`src/rtl/multicycle_control_if.sv`:
```
// multicycle_control_if: controller <-> datapath bundle; the controller is the master.
interface multicycle_control_if #(parameter int ALUFUN_W = 6);
  logic [31:0]         instruct;
  logic                IRQsig;
  logic                super_mode;
  logic                mem_ready;
  logic                PCWr;
  logic                IRWr;
  logic [2:0]          PCsrc;
  logic [1:0]          RegDst;
  logic [1:0]          MemtoReg;
  logic [ALUFUN_W-1:0] ALUFun;
  logic                Sign;
  logic                ALUsrc1;
  logic                ALUsrc2;
  logic                RegWr;
  logic                MemWr;
  logic                MemRd;
  logic                EXTOp;
  logic                LUOp;
  logic [2:0]          state;
  modport master (
    input  instruct, IRQsig, super_mode, mem_ready,
    output PCWr, IRWr, PCsrc, RegDst, MemtoReg, ALUFun, Sign, ALUsrc1, ALUsrc2,
           RegWr, MemWr, MemRd, EXTOp, LUOp, state
  );
  modport slave (
    output instruct, IRQsig, super_mode, mem_ready,
    input  PCWr, IRWr, PCsrc, RegDst, MemtoReg, ALUFun, Sign, ALUsrc1, ALUsrc2,
           RegWr, MemWr, MemRd, EXTOp, LUOp, state
  );
endinterface

```
`src/rtl/multicycle_control.sv`:
```
// multicycle_control: FETCH/DECODE/EXEC/MEM/WB/TRAP controller with IRQ, illegal-op and memory-timeout traps.
module multicycle_control #(
  parameter int ALUFUN_W    = 6,
  parameter int MEM_TIMEOUT = 16,
  parameter bit IRQ_EN      = 1'b1
) (
  input logic clk,
  input logic reset,
  multicycle_control_if.master bus
);
  typedef enum logic [2:0] {FETCH, DECODE, EXEC, MEM, WB, TRAP} state_t;
  typedef enum logic [2:0] {K_ALU, K_BR, K_J, K_JR, K_JAL, K_JALR, K_LW, K_SW} kind_t;
  localparam int CW = $clog2(MEM_TIMEOUT + 2);
  state_t        r_state;
  state_t        w_next;
  logic          r_cause;
  logic [CW-1:0] r_cnt;
  logic [5:0]    w_op;
  logic [5:0]    w_fn;
  logic [5:0]    w_fun;
  logic          w_legal;
  logic          w_sign;
  logic          w_ext;
  logic          w_src1;
  logic          w_src2;
  logic          w_lu;
  logic          w_irq;
  logic          w_to;
  logic          w_link;
  logic          w_unused;
  kind_t         w_kind;
  assign w_op     = bus.instruct[31:26];
  assign w_fn     = bus.instruct[5:0];
  assign w_unused = &{1'b0, bus.instruct[25:21], bus.instruct[15:6]};
  assign w_irq    = IRQ_EN && bus.IRQsig && !bus.super_mode;
  assign w_to     = (MEM_TIMEOUT != 0) && (r_cnt + CW'(1) == CW'(MEM_TIMEOUT));
  assign w_link   = (w_kind == K_JAL) || (w_kind == K_JALR);
  assign bus.state = r_state;
  always_comb begin
    w_legal = 1'b1;
    w_fun   = 6'b000000;
    w_sign  = 1'b0;
    w_ext   = 1'b0;
    w_src1  = 1'b0;
    w_src2  = 1'b0;
    w_lu    = 1'b0;
    w_kind  = K_ALU;
    if (w_op == 6'h00)
      case (w_fn)
        6'h20: w_sign = 1'b1;
        6'h21: ;
        6'h22: begin w_fun = 6'b000001; w_sign = 1'b1; end
        6'h23: w_fun = 6'b000001;
        6'h24: w_fun = 6'b011000;
        6'h25: w_fun = 6'b011110;
        6'h26: w_fun = 6'b010110;
        6'h27: w_fun = 6'b010001;
        6'h2a: begin w_fun = 6'b110101; w_sign = 1'b1; end
        6'h00: begin w_fun = 6'b100000; w_src1 = 1'b1; end
        6'h02: begin w_fun = 6'b100001; w_src1 = 1'b1; end
        6'h03: begin w_fun = 6'b100011; w_src1 = 1'b1; end
        6'h08: w_kind = K_JR;
        6'h09: w_kind = K_JALR;
        default: w_legal = 1'b0;
      endcase
    else
      case (w_op)
        6'h08: begin w_sign = 1'b1; w_ext = 1'b1; w_src2 = 1'b1; end
        6'h09: w_src2 = 1'b1;
        6'h0a: begin w_fun = 6'b110101; w_sign = 1'b1; w_ext = 1'b1; w_src2 = 1'b1; end
        6'h0b: begin w_fun = 6'b110101; w_src2 = 1'b1; end
        6'h0c: begin w_fun = 6'b011000; w_ext = 1'b1; w_src2 = 1'b1; end
        6'h0f: begin w_fun = 6'b011010; w_src2 = 1'b1; w_lu = 1'b1; end
        6'h04: begin w_fun = 6'b110011; w_sign = 1'b1; w_ext = 1'b1; w_kind = K_BR; end
        6'h05: begin w_fun = 6'b110001; w_sign = 1'b1; w_ext = 1'b1; w_kind = K_BR; end
        6'h06: begin w_fun = 6'b111101; w_sign = 1'b1; w_ext = 1'b1; w_kind = K_BR; end
        6'h07: begin w_fun = 6'b111111; w_sign = 1'b1; w_ext = 1'b1; w_kind = K_BR; end
        // opcode 1 is REGIMM: only rt=0 (bltz) is implemented
        6'h01: begin
          w_fun   = 6'b111001;
          w_sign  = 1'b1;
          w_ext   = 1'b1;
          w_kind  = K_BR;
          w_legal = bus.instruct[20:16] == 5'd0;
        end
        6'h23: begin w_sign = 1'b1; w_ext = 1'b1; w_kind = K_LW; end
        6'h2b: begin w_sign = 1'b1; w_ext = 1'b1; w_kind = K_SW; end
        6'h02: w_kind = K_J;
        6'h03: w_kind = K_JAL;
        default: w_legal = 1'b0;
      endcase
  end
  always_ff @(posedge clk) begin
    if (reset) begin
      r_state <= FETCH;
      r_cause <= 1'b0;
      r_cnt   <= '0;
    end else begin
      r_state <= w_next;
      if (w_next == TRAP) r_cause <= !(r_state == DECODE && w_irq);
      r_cnt <= (r_state == MEM && !bus.mem_ready) ? r_cnt + CW'(1) : '0;
    end
  end
  always_comb begin
    w_next = r_state;
    case (r_state)
      FETCH:   w_next = DECODE;
      DECODE:  w_next = (w_irq || !w_legal) ? TRAP : EXEC;
      EXEC:    w_next = (w_kind == K_LW || w_kind == K_SW) ? MEM : (w_kind == K_ALU) ? WB : FETCH;
      MEM:     w_next = bus.mem_ready ? ((w_kind == K_LW) ? WB : FETCH) : w_to ? TRAP : MEM;
      default: w_next = FETCH;
    endcase
  end
  always_comb begin
    bus.PCWr     = 1'b0;
    bus.IRWr     = 1'b0;
    bus.PCsrc    = 3'd0;
    bus.RegDst   = 2'd0;
    bus.MemtoReg = 2'd0;
    bus.ALUFun   = '0;
    bus.Sign     = 1'b0;
    bus.ALUsrc1  = 1'b0;
    bus.ALUsrc2  = 1'b0;
    bus.RegWr    = 1'b0;
    bus.MemWr    = 1'b0;
    bus.MemRd    = 1'b0;
    bus.EXTOp    = 1'b0;
    bus.LUOp     = 1'b0;
    case (r_state)
      FETCH: bus.IRWr = 1'b1;
      EXEC: begin
        bus.ALUFun   = ALUFUN_W'(w_fun);
        bus.Sign     = w_sign;
        bus.EXTOp    = w_ext;
        bus.ALUsrc1  = w_src1;
        bus.ALUsrc2  = w_src2;
        bus.LUOp     = w_lu;
        bus.PCWr     = !(w_kind == K_ALU || w_kind == K_LW || w_kind == K_SW);
        bus.PCsrc    = (w_kind == K_BR) ? 3'd1 : (w_kind == K_J || w_kind == K_JAL) ? 3'd2 :
                       (w_kind == K_JR || w_kind == K_JALR) ? 3'd3 : 3'd0;
        bus.RegWr    = w_link;
        bus.RegDst   = w_link ? 2'd2 : 2'd0;
        bus.MemtoReg = w_link ? 2'd2 : 2'd0;
      end
      MEM: begin
        bus.MemRd = w_kind == K_LW;
        bus.MemWr = w_kind == K_SW;
        bus.PCWr  = (w_kind == K_SW) && bus.mem_ready;
      end
      WB: begin
        bus.RegWr    = 1'b1;
        bus.PCWr     = 1'b1;
        bus.RegDst   = {1'b0, w_op != 6'h00};
        bus.MemtoReg = {1'b0, w_kind == K_LW};
      end
      TRAP: begin
        bus.RegWr    = 1'b1;
        bus.RegDst   = 2'd3;
        bus.MemtoReg = 2'd2;
        bus.PCWr     = 1'b1;
        bus.PCsrc    = r_cause ? 3'd5 : 3'd4;
      end
      default: ;
    endcase
    // an instruction cut off by reset must not commit anything in its last cycle
    if (reset) begin
      bus.PCWr  = 1'b0;
      bus.RegWr = 1'b0;
      bus.MemWr = 1'b0;
      bus.MemRd = 1'b0;
    end
  end
endmodule

```
`src/flat_wrapper.sv`:
```
// flat-port wrapper written by rule: the top's interface ports become plain ports
module multicycle_control_flat 
#(
  parameter int ALUFUN_W    = 6,
  parameter int MEM_TIMEOUT = 16,
  parameter bit IRQ_EN      = 1'b1
)
  (clk, reset, bus_instruct, bus_IRQsig, bus_super_mode, bus_mem_ready, bus_PCWr, bus_IRWr, bus_PCsrc, bus_RegDst, bus_MemtoReg, bus_ALUFun, bus_Sign, bus_ALUsrc1, bus_ALUsrc2, bus_RegWr, bus_MemWr, bus_MemRd, bus_EXTOp, bus_LUOp, bus_state);
  multicycle_control_if #(.ALUFUN_W(ALUFUN_W)) bus_i ();
  input logic clk;
  input logic reset;
  input wire logic [$bits(bus_i.instruct)-1:0] bus_instruct;
  input wire logic [$bits(bus_i.IRQsig)-1:0] bus_IRQsig;
  input wire logic [$bits(bus_i.super_mode)-1:0] bus_super_mode;
  input wire logic [$bits(bus_i.mem_ready)-1:0] bus_mem_ready;
  output wire logic [$bits(bus_i.PCWr)-1:0] bus_PCWr;
  output wire logic [$bits(bus_i.IRWr)-1:0] bus_IRWr;
  output wire logic [$bits(bus_i.PCsrc)-1:0] bus_PCsrc;
  output wire logic [$bits(bus_i.RegDst)-1:0] bus_RegDst;
  output wire logic [$bits(bus_i.MemtoReg)-1:0] bus_MemtoReg;
  output wire logic [$bits(bus_i.ALUFun)-1:0] bus_ALUFun;
  output wire logic [$bits(bus_i.Sign)-1:0] bus_Sign;
  output wire logic [$bits(bus_i.ALUsrc1)-1:0] bus_ALUsrc1;
  output wire logic [$bits(bus_i.ALUsrc2)-1:0] bus_ALUsrc2;
  output wire logic [$bits(bus_i.RegWr)-1:0] bus_RegWr;
  output wire logic [$bits(bus_i.MemWr)-1:0] bus_MemWr;
  output wire logic [$bits(bus_i.MemRd)-1:0] bus_MemRd;
  output wire logic [$bits(bus_i.EXTOp)-1:0] bus_EXTOp;
  output wire logic [$bits(bus_i.LUOp)-1:0] bus_LUOp;
  output wire logic [$bits(bus_i.state)-1:0] bus_state;
  assign bus_i.instruct = bus_instruct;
  assign bus_i.IRQsig = bus_IRQsig;
  assign bus_i.super_mode = bus_super_mode;
  assign bus_i.mem_ready = bus_mem_ready;
  assign bus_PCWr = bus_i.PCWr;
  assign bus_IRWr = bus_i.IRWr;
  assign bus_PCsrc = bus_i.PCsrc;
  assign bus_RegDst = bus_i.RegDst;
  assign bus_MemtoReg = bus_i.MemtoReg;
  assign bus_ALUFun = bus_i.ALUFun;
  assign bus_Sign = bus_i.Sign;
  assign bus_ALUsrc1 = bus_i.ALUsrc1;
  assign bus_ALUsrc2 = bus_i.ALUsrc2;
  assign bus_RegWr = bus_i.RegWr;
  assign bus_MemWr = bus_i.MemWr;
  assign bus_MemRd = bus_i.MemRd;
  assign bus_EXTOp = bus_i.EXTOp;
  assign bus_LUOp = bus_i.LUOp;
  assign bus_state = bus_i.state;
  multicycle_control #(.ALUFUN_W(ALUFUN_W), .MEM_TIMEOUT(MEM_TIMEOUT), .IRQ_EN(IRQ_EN)) u_core (.clk(clk), .reset(reset), .bus(bus_i));
endmodule
```
`config.mk`:
```
export PLATFORM = sky130hd
export DESIGN_NAME = multicycle_control_flat
export DESIGN_NICKNAME = d
export VERILOG_FILES = /design/src/rtl/multicycle_control_if.sv /design/src/rtl/multicycle_control.sv /design/src/flat_wrapper.sv
export SDC_FILE = /design/constraint.sdc
export NUM_CORES = 1
export LEC_CHECK = 0
export ABC_CLOCK_PERIOD_IN_PS = 6500
export CAP_MARGIN = 20
export CORE_UTILIZATION = 45
export CTS_BUF_LIST = sky130_fd_sc_hd__clkbuf_4 sky130_fd_sc_hd__clkbuf_8
export DETAILED_ROUTE_END_ITERATION = 7
export GPL_ROUTABILITY_DRIVEN = 0
export PLACE_DENSITY_LB_ADDON = 0.3
export SYNTH_ARGS = -nofsm -noshare
export SYNTH_HDL_FRONTEND = slang
export SYNTH_SLANG_ARGS = --single-unit
export TNS_END_PERCENT = 100
```
`constraint.sdc`:
```
create_clock -name clk -period 6.5 [get_ports clk]
set_clock_uncertainty 0.15 [all_clocks]
set_input_delay 1.3 -clock clk [delete_from_list [all_inputs] [get_ports clk]]
set_output_delay 1.3 -clock clk [all_outputs]
set_load 0.01 [all_outputs]
```
Word level (Yosys, flattened, before mapping)
Index checks and enable logic that the tools add are counted.
- bits in registers: 9
- output and inout port bits: 26
- word-level logic and storage cells: 131
- RAM bits: 0
- memories: 0
- input port bits: 37
- memory bits (read-only): 0
- bits in latches: 0
- div/mod/pow operators: 0
- eq/ne operators: 42
- $mul: 0
- reduce and logical (&&, ||, !) cells: 34
- $add $sub $neg: 1
- multiplexer cells: 50
- order comparisons: 0
- bitwise logic cells: 1
- shifts and indexed selects: 0
- operator list (cell ; count):
    6-bit equality test, second input constant ; 11
    6-bit one-hot mux with 9 select lines ; 1
    6-bit by 4-bit equality test with 1-bit output, second input constant ; 8
    6-bit one-hot mux with 8 select lines ; 1
    14-bit OR reduction ; 2
    3-bit two-way mux ; 9
    1-bit two-way mux ; 26
    6-bit by 2-bit equality test with 1-bit output, second input constant ; 4
    6-bit by 3-bit equality test with 1-bit output, second input constant ; 4
    3-bit equality test, second input constant ; 7
    3-bit one-hot mux with 5 select lines ; 1
    3-bit by 2-bit equality test with 1-bit output, second input constant ; 4
    6-bit logical NOT ; 2
    6-bit two-way mux ; 2
    2-bit one-hot mux with 3 select lines ; 2
    3-bit one-hot mux with 2 select lines ; 2
    3-bit one-hot mux with 4 select lines ; 1
    10-bit OR reduction ; 1
    9-bit OR reduction ; 1
    2-bit OR reduction ; 4
    1-bit logical OR ; 7
    3-bit by 1-bit equality test with 1-bit output, second input constant ; 2
    6-bit by 1-bit equality test with 1-bit output, second input constant ; 1
    3-bit logical NOT ; 2
    13 further kinds ; 23

Longest topological paths before layout
Gate-level depths: netlist of run 1.
- word-level depth: 10
- gate-level depth with buffers: 7
- mapped depth without buffers: 5

Least setup slack after synthesis of run 1
OpenSTA, ideal clock, no wires.
- kind: input to output
- start: input port bus_instruct[2]
- end: output port bus_MemWr
- stages on the path: 5
- required time: 5050 ps
- buffers on the path: 1
- data arrival time: 3091 ps
- setup slack: 1959 ps
- path through: clkbuf_1 -> or4b_1 -> o211a_1 -> or3_1 -> nor4_1
- longest elaborated chain between the ends: 6
- elaborated cells on any way between the ends: 7
- those cells by class: eq/ne (3); mux (4)
- RTL lines (what ; line ; RTL):
    start, declared ; flat_wrapper.sv:12 ; input wire logic [$bits(bus_i.instruct)-1:0] bus_instruct;
    6-bit by 4-bit equality test with 1-bit output ; multicycle_control.sv:49 ; case (w_fn)
    3-bit one-hot mux with 2 select lines * ; multicycle_control.sv:49 ;
    3-bit two-way mux * ; multicycle_control.sv:48 ; if (w_op == 6'h00)
    3-bit equality test * ; multicycle_control.sv:147 ; bus.MemWr = w_kind == K_SW;
    1-bit two-way mux * ; multicycle_control.sv:129 ; case (r_state)
    1-bit two-way mux * ; multicycle_control.sv:166 ; if (reset) begin
    end, declared ; flat_wrapper.sv:26 ; output wire logic [$bits(bus_i.MemWr)-1:0] bus_MemWr;
Mark *: on every way between the ends. The rest lies on a longest branch, timed or not.

Worst setup path after layout of run 1
- start: input port bus_instruct[2]
- end: output port bus_RegWr
- longest elaborated chain between the ends: 7
- elaborated cells on any way between the ends: 9
- those cells by class: eq/ne (4); mux (4); reduce/logical (1)
- RTL lines (what ; line ; RTL):
    6-bit by 4-bit equality test with 1-bit output ; multicycle_control.sv:49 ;
    3-bit one-hot mux with 2 select lines * ; multicycle_control.sv:49 ;
    3-bit two-way mux * ; multicycle_control.sv:48 ;
    3-bit equality test ; multicycle_control.sv:37 ; assign w_link = (w_kind == K_JAL) || (w_kind == K_JALR);
    1-bit logical OR * ; multicycle_control.sv:37 ;
    1-bit one-hot mux with 2 select lines * ; multicycle_control.sv:129 ;
    1-bit two-way mux * ; multicycle_control.sv:166 ;
    end, declared ; flat_wrapper.sv:25 ; output wire logic [$bits(bus_i.RegWr)-1:0] bus_RegWr;
Marks and branches as above.

==> impl_metrics.py, run 1 <==
metrics = {
    "place": {
        "pre_cts_slack_ns": 0.952,
        "port_buffers": 47,
        "dpl.hpwl_mm": 2.88,
        "place_area_mm2": 0.00171,
    },
    "floorplanning": {
        "start_util_pct": 49.5,
        "die_area_mm2": 0.00304,
        "die_w_um": 55.2,
        "core_mm2": 0.00257,
        "rows": 18,
        "ioPinCount": 63,
        "die_y_um": 55.2,
    },
    "power": {
        "peakVddDrop_mv": 0.122,
        "cellLeakagePower_nw": 0.597,
        "p_seq_share_pct": 32.4,
        "power_frac_comb_pct": 44.2,
        "intPower_mw": 0.132,
        "switching_power_mw": 0.0743,
        "pwr-share-clk_pct": 23.4,
        "finalPower_mw": 0.207,
        "p_sw_share_pct": 36.0,
        "p_per_area_mw_per_mm2": 119,
    },
    "sta": {
        "relSlewSlack_pct": 59.3,
        "rsz0062_at_grt": "no",
        "max_clock_freq_mhz": 179,
        "post-route-period-util_pct": 85.8,
        "finalSetupViolations": 0,
        "slew_violations": 0,
        "min_period_ns": 5.58,
        "finalHoldViolCount": 0,
        "worstMarginPinSlew_ns": 0.609,
        "setup_slack_ns": 0.923,
        "finalSetupTns_ns": 0,
    },
    "synth": {
        "synth-main-ff-cell": "dfxtp_1",
        "synth_edf_count": 0,
        "synthesis.area_mm2": 0.00127,
        "synth_nets": 231,
        "async_flop_share_pct": 0,
        "yosys.area.top_type": "dfxtp_1",
        "synth_cell_types": 49,
        "syn_inst": 190,
        "synth_area_leaders": "dfxtp_1 14%, nor2_1 7.4%, a21oi_1 5.1%",
        "ys_seq_elements": 9,
        "synthDominantCellAreaShare_pct": 14.2,
        "ys_seq_area_share_pct": 14.2,
        "syn_avg_cell_area_um2": 6.69,
        "yosysWarningCount": 0,
    },
    "critical_path": {
        "crit_path_cell_trace": "clkdlybuf4s50_1, or4b_1, nor4_1, o221ai_1, or3b_1, a21oi_1, clkdlybuf4s50_1",
        "ff2ff_path_depth": 4,
        "arrival_ns": 4.13,
        "cp_common_cell": "clkdlybuf4s50_1",
        "r2r_end": "u_core.r_cause$_SDFFE_PP0N_",
        "cp-start-kind": "primary input",
        "crit_slowest_cell": "or4b_1",
        "startpoint": "bus_instruct[2]",
        "cp.required_ns": 5.05,
        "cp-end-kind": "output port",
        "path_buf_inv": 2,
        "critPathTopFamily": "simple AND/OR/NAND/NOR gates",
        "worstSetupPathDepth": 7,
        "r2r-start": "u_core.bus.state[1]$_SDFF_PP0_",
        "path_class": "primary input to output port",
        "r2r_setup_slack_ns": 4.52,
        "cpPeakStageDelay_ns": 0.63,
        "crit_fanout": 9,
    },
    "grt": {
        "grt_pass1_wl_mm": 5.71,
        "overflow": 0,
        "grt_max_degree": 18,
        "antenna_found_initial": 0,
        "first_global_vias": 1363,
        "grtUsageTotal_pct": 25.6,
    },
    "job": {
        "cap_violations": 0,
    },
    "clock_network": {
        "post_cts_buffers": 0,
        "htreeDepth": 1,
        "cts_tree": "yes",
        "clkSinkCount": 9,
        "clk_path_buf_depth": 2,
        "postCtsResizedCells": 0,
        "holdBufCountCts": 0,
        "cts_made_buffers": 3,
        "clock_latency_ns": 0.26,
        "path_clk_slew_ns": 0.06,
        "root_buffer": "clkbuf_4",
    },
    "min_path": {
        "hold-path-endpoint": "u_core.r_cnt[0]$_SDFF_PP0_",
        "hp-class": "flop to flop",
        "min-delay-start": "u_core.r_cnt[0]$_SDFF_PP0_",
        "whs_path_depth": 1,
    },
    "layout": {
        "drive_above_1_share_pct": 4.41,
        "antennaDiodeCount": 0,
        "nNetsFinal": 269,
        "syn_to_final_growth_pct": 37.0,
        "final_cell_area_mm2": 0.00174,
    },
    "route": {
        "wirelength_mm": 3.63,
        "drc": 0,
        "drt-initial-drc-count": 35,
        "avgRoutedWirePerCell_um": 14.1,
        "firstDrtPassIters": 4,
        "vias": 1585,
        "ant_nets": 0,
        "vias_per_cell": 6.17,
    },
    "outcome": {
        "outcome": "completed",
    },
}
## placed cells by master, fill, tap and decap left out, types with 5 or more instances in the layout
| cell type | n |
|---|---|
| inv_1 | 10 |
| nand3_1 | 7 |
| o21ai_0 | 7 |
| nor2_1 | 25 |
| clkdlybuf4s50_1 | 47 |
| a31oi_1 | 5 |
| nor4_1 | 7 |
| nor3_1 | 12 |
| nand2_1 | 14 |
| a21oi_1 | 13 |
| dfxtp_1 | 9 |
## cells in the mapped netlist (4+ instances only)
cell	instances
nand3_1	7
a31oi_1	5
nand2b_1	4
xor2_1	4
o21ai_0	7
inv_1	10
nand2_1	14
nor3_1	12
dfxtp_1	9
or3_1	4
nor4_1	7
a21oi_1	13
nor2_1	25
clkbuf_1	11
ha_1	4
## through the flow
stage	hold slack (ns)	std cells	util, %
3_5_place_dp	0.318	253	66.7
5_1_grt	0.379	257	67.8
2_1_floorplan	0.287	190	-
4_1_cts	0.334	257	67.8
6_report	0.329	257	67.8
3_3_place_gp	0.304	253	66.7
## how the worst max path moves through the flow
| stage | to | slack [ns] |
|---|---|---|
| CTS | bus_RegWr | 0.94 |
| global route | bus_RegWr | 0.77 |
| global placement | bus_RegWr | 1.01 |
| finish | bus_RegWr | 0.92 |
| floorplan | bus_MemWr | 1.96 |
| detailed placement | bus_RegWr | 0.95 |
## cells by family (layout without fill, tap and decap cells)
logic type / Yosys count / count (layout) / share of synthesized area [%]
flops: 9 / 9 / 14.2
mux: 3 / 3 / 2.36
simple gates: 95 / 95 / 40.3
compound gates: 48 / 48 / 26.2
xor+xnor: 7 / 7 / 4.82
buf+inv: 24 / 61 / 8.27
fa+ha+maj: 4 / 4 / 3.94
## area by class of cell
class | instances | area, um^2
Inverter | 10 | 37.5
Multi-Input combinational cell | 157 | 986
Clock buffer | 4 | 30.0
Fill cell | 240 | 826
Tap cell | 30 | 37.5
Sequential cell | 9 | 180
Timing Repair Buffer | 47 | 470
## layer usage
metal	vias to the layer above	track usage (%)	part of all wire, %
met5	-	0	0
met4	0	7.08	0.97
met3	4	3.83	4.8
met2	58	44.6	48
met1	741	32.3	46
li1	782	-	-
## power groups by stage
| stage | logic, mW | registers, mW | clock network, mW |
|---|---|---|---|
| after floorplan | 0.0536 | 0.0676 | 0 |
| after global placement | 0.0876 | 0.0677 | 0 |
| after detailed placement | 0.0904 | 0.0680 | 0 |
| after CTS | 0.0908 | 0.0666 | 0.0494 |
| after global routing | 0.101 | 0.0676 | 0.0525 |
| final | 0.0913 | 0.0669 | 0.0485 |
## registers in the layout, indices dropped and copies added, names as in the netlist
name              flops
u_core.bus.state      3
u_core.r_cause        1
u_core.r_cnt          5
Power figures use the tool's default switching activity.
==> inputs of run 2 (changes only) <==
--- a/config.mk
+++ b/config.mk
@@ -7,6 +7,7 @@
 export LEC_CHECK = 0
 export ABC_CLOCK_PERIOD_IN_PS = 6500
 export CAP_MARGIN = 20
+export CORE_MARGIN = 5
 export CORE_UTILIZATION = 45
 export CTS_BUF_LIST = sky130_fd_sc_hd__clkbuf_4 sky130_fd_sc_hd__clkbuf_8
 export DETAILED_ROUTE_END_ITERATION = 7
==> impl_metrics.py, run 2 (same netlist as run 1, synthesis figures left out) <==
metrics = {
    "layout": {
        "final_cell_area_mm2": 0.00174,
        "largest-register": "u_core.r_cnt",
        "syn_to_final_growth_pct": 37.1,
        "nNetsFinal": 269,
        "antennaDiodeCount": 0,
        "largest_reg_flops": 5,
        "layout_commonest_cell": "clkdlybuf4s50_1",
        "layout_common_cells": "47 x clkdlybuf4s50_1, 25 x nor2_1, 14 x nand2_1",
        "drive_above_1_share_pct": 4.41,
    },
    "sta": {
        "slew_violations": 0,
        "finalSetupViolations": 0,
        "post-route-period-util_pct": 85.1,
        "worstMarginPinSlew_ns": 0.625,
        "min_period_ns": 5.53,
        "relSlewSlack_pct": 58.2,
        "rsz0062_at_grt": "no",
        "finalSetupTns_ns": 0,
        "finalHoldViolCount": 0,
        "max_clock_freq_mhz": 181,
    },
    "floorplanning": {
        "ioPinCount": 63,
        "rows": 19,
        "die_y_um": 63.2,
        "die_area_mm2": 0.00399,
        "start_util_pct": 46.5,
        "core_mm2": 0.00273,
        "die_w_um": 63.2,
    },
    "clock_network": {
        "clock_latency_ns": 0.26,
        "postCtsResizedCells": 0,
        "path_clk_slew_ns": 0.05,
        "cts_tree": "yes",
        "htreeDepth": 1,
        "cts_made_buffers": 3,
        "root_buffer": "clkbuf_4",
        "holdBufCountCts": 0,
        "clk_path_buf_depth": 2,
        "clkSinkCount": 9,
        "post_cts_buffers": 0,
    },
    "min_path": {
        "hp-class": "flop to flop",
        "hold-path-endpoint": "u_core.r_cnt[0]$_SDFF_PP0_",
        "min-delay-start": "u_core.r_cnt[0]$_SDFF_PP0_",
        "whs_path_depth": 1,
    },
    "place": {
        "place_area_mm2": 0.00171,
        "dpl.hpwl_mm": 2.79,
        "port_buffers": 47,
    },
    "critical_path": {
        "ff2ff_path_depth": 5,
        "cpPeakStageDelay_ns": 0.62,
        "crit_fanout": 9,
        "crit_slowest_cell": "or4b_1",
        "cp-end-kind": "output port",
        "cp-start-kind": "primary input",
        "r2r_setup_slack_ns": 4.59,
        "cp.required_ns": 5.05,
        "arrival_ns": 4.08,
        "r2r-start": "u_core.bus.state[1]$_SDFF_PP0_",
        "path_class": "primary input to output port",
        "critPathTopFamily": "simple AND/OR/NAND/NOR gates",
        "r2r_end": "u_core.bus.state[2]$_SDFF_PP0_",
        "crit_path_cell_trace": "clkdlybuf4s50_1, or4b_1, nor4_1, o221ai_1, or3b_1, a21oi_1, clkdlybuf4s50_1",
        "cp_common_cell": "clkdlybuf4s50_1",
        "path_buf_inv": 2,
    },
    "route": {
        "firstDrtPassIters": 4,
        "wirelength_mm": 3.58,
        "avgRoutedWirePerCell_um": 13.9,
        "drt-initial-drc-count": 76,
        "drc": 0,
        "ant_nets": 0,
        "vias": 1516,
        "vias_per_cell": 5.88,
    },
    "grt": {
        "overflow": 0,
        "grt_max_degree": 18,
        "first_global_vias": 1437,
        "grtUsageTotal_pct": 18.0,
        "grt_pass1_wl_mm": 6.21,
        "antenna_found_initial": 0,
    },
    "power": {
        "cellLeakagePower_nw": 0.597,
        "p_per_area_mw_per_mm2": 117,
        "peakVddDrop_mv": 0.136,
    },
    "outcome": {
        "outcome": "completed",
    },
    "job": {
        "cap_violations": 0,
    },
}
-- run 2: cell counts in the layout (fill, tap and decap cells not counted) --
No cell type changed its count.
-- run 2: worst max path at each step --
stage | endpoint | slack, ns | from | depth (start not counted)
floorplan | bus_MemWr | 1.96 | bus_instruct[2] | 5
finish | bus_RegWr | 0.97 | bus_instruct[2] | 7
CTS | bus_RegWr | 0.97 | bus_instruct[2] | 7
global route | bus_RegWr | 0.78 | bus_instruct[2] | 7
detailed placement | bus_RegWr | 0.98 | bus_instruct[2] | 7
global placement | bus_RegWr | 0.97 | bus_instruct[2] | 7
-- run 2: metal layers --
| layer | wire length [um] | global-route usage [%] | vias up |
|---|---|---|---|
| met4 | 24 | 6.37 | 0 |
| met5 | 0 | 0 | - |
| met3 | 234 | 3.55 | 4 |
| li1 | - | - | 786 |
| met2 | 1610 | 27.9 | 56 |
| met1 | 1700 | 24.6 | 670 |
-- run 2: power by group --
group	switching (mW)	total (mW)	internal (mW)
Combinational	0.0455	0.0903	0.0448
Sequential	0.00766	0.0673	0.0596
Clock	0.0186	0.0463	0.0278
-- run 2: stage by stage --
step                hold slack (ns)  worst slack (ns)  total power, mW  util, %  cells
floorplan                     0.287              1.96            0.121        -    190
finish                        0.322             0.971            0.204     63.8    258
global placement              0.304             0.971            0.157     62.7    254
detailed placement            0.312             0.976            0.158     62.7    254
global route                  0.370             0.781            0.221     63.8    258
CTS                           0.326             0.969            0.205     63.8    258
-- run 2: area by class of cell --
cell class | instances | area [um^2]
Fill cell | 253 | 991
Multi-Input combinational cell | 157 | 986
Timing Repair Buffer | 47 | 470
Sequential cell | 9 | 180
Tap cell | 31 | 38.8
Inverter | 10 | 37.5
Clock buffer | 4 | 30.0
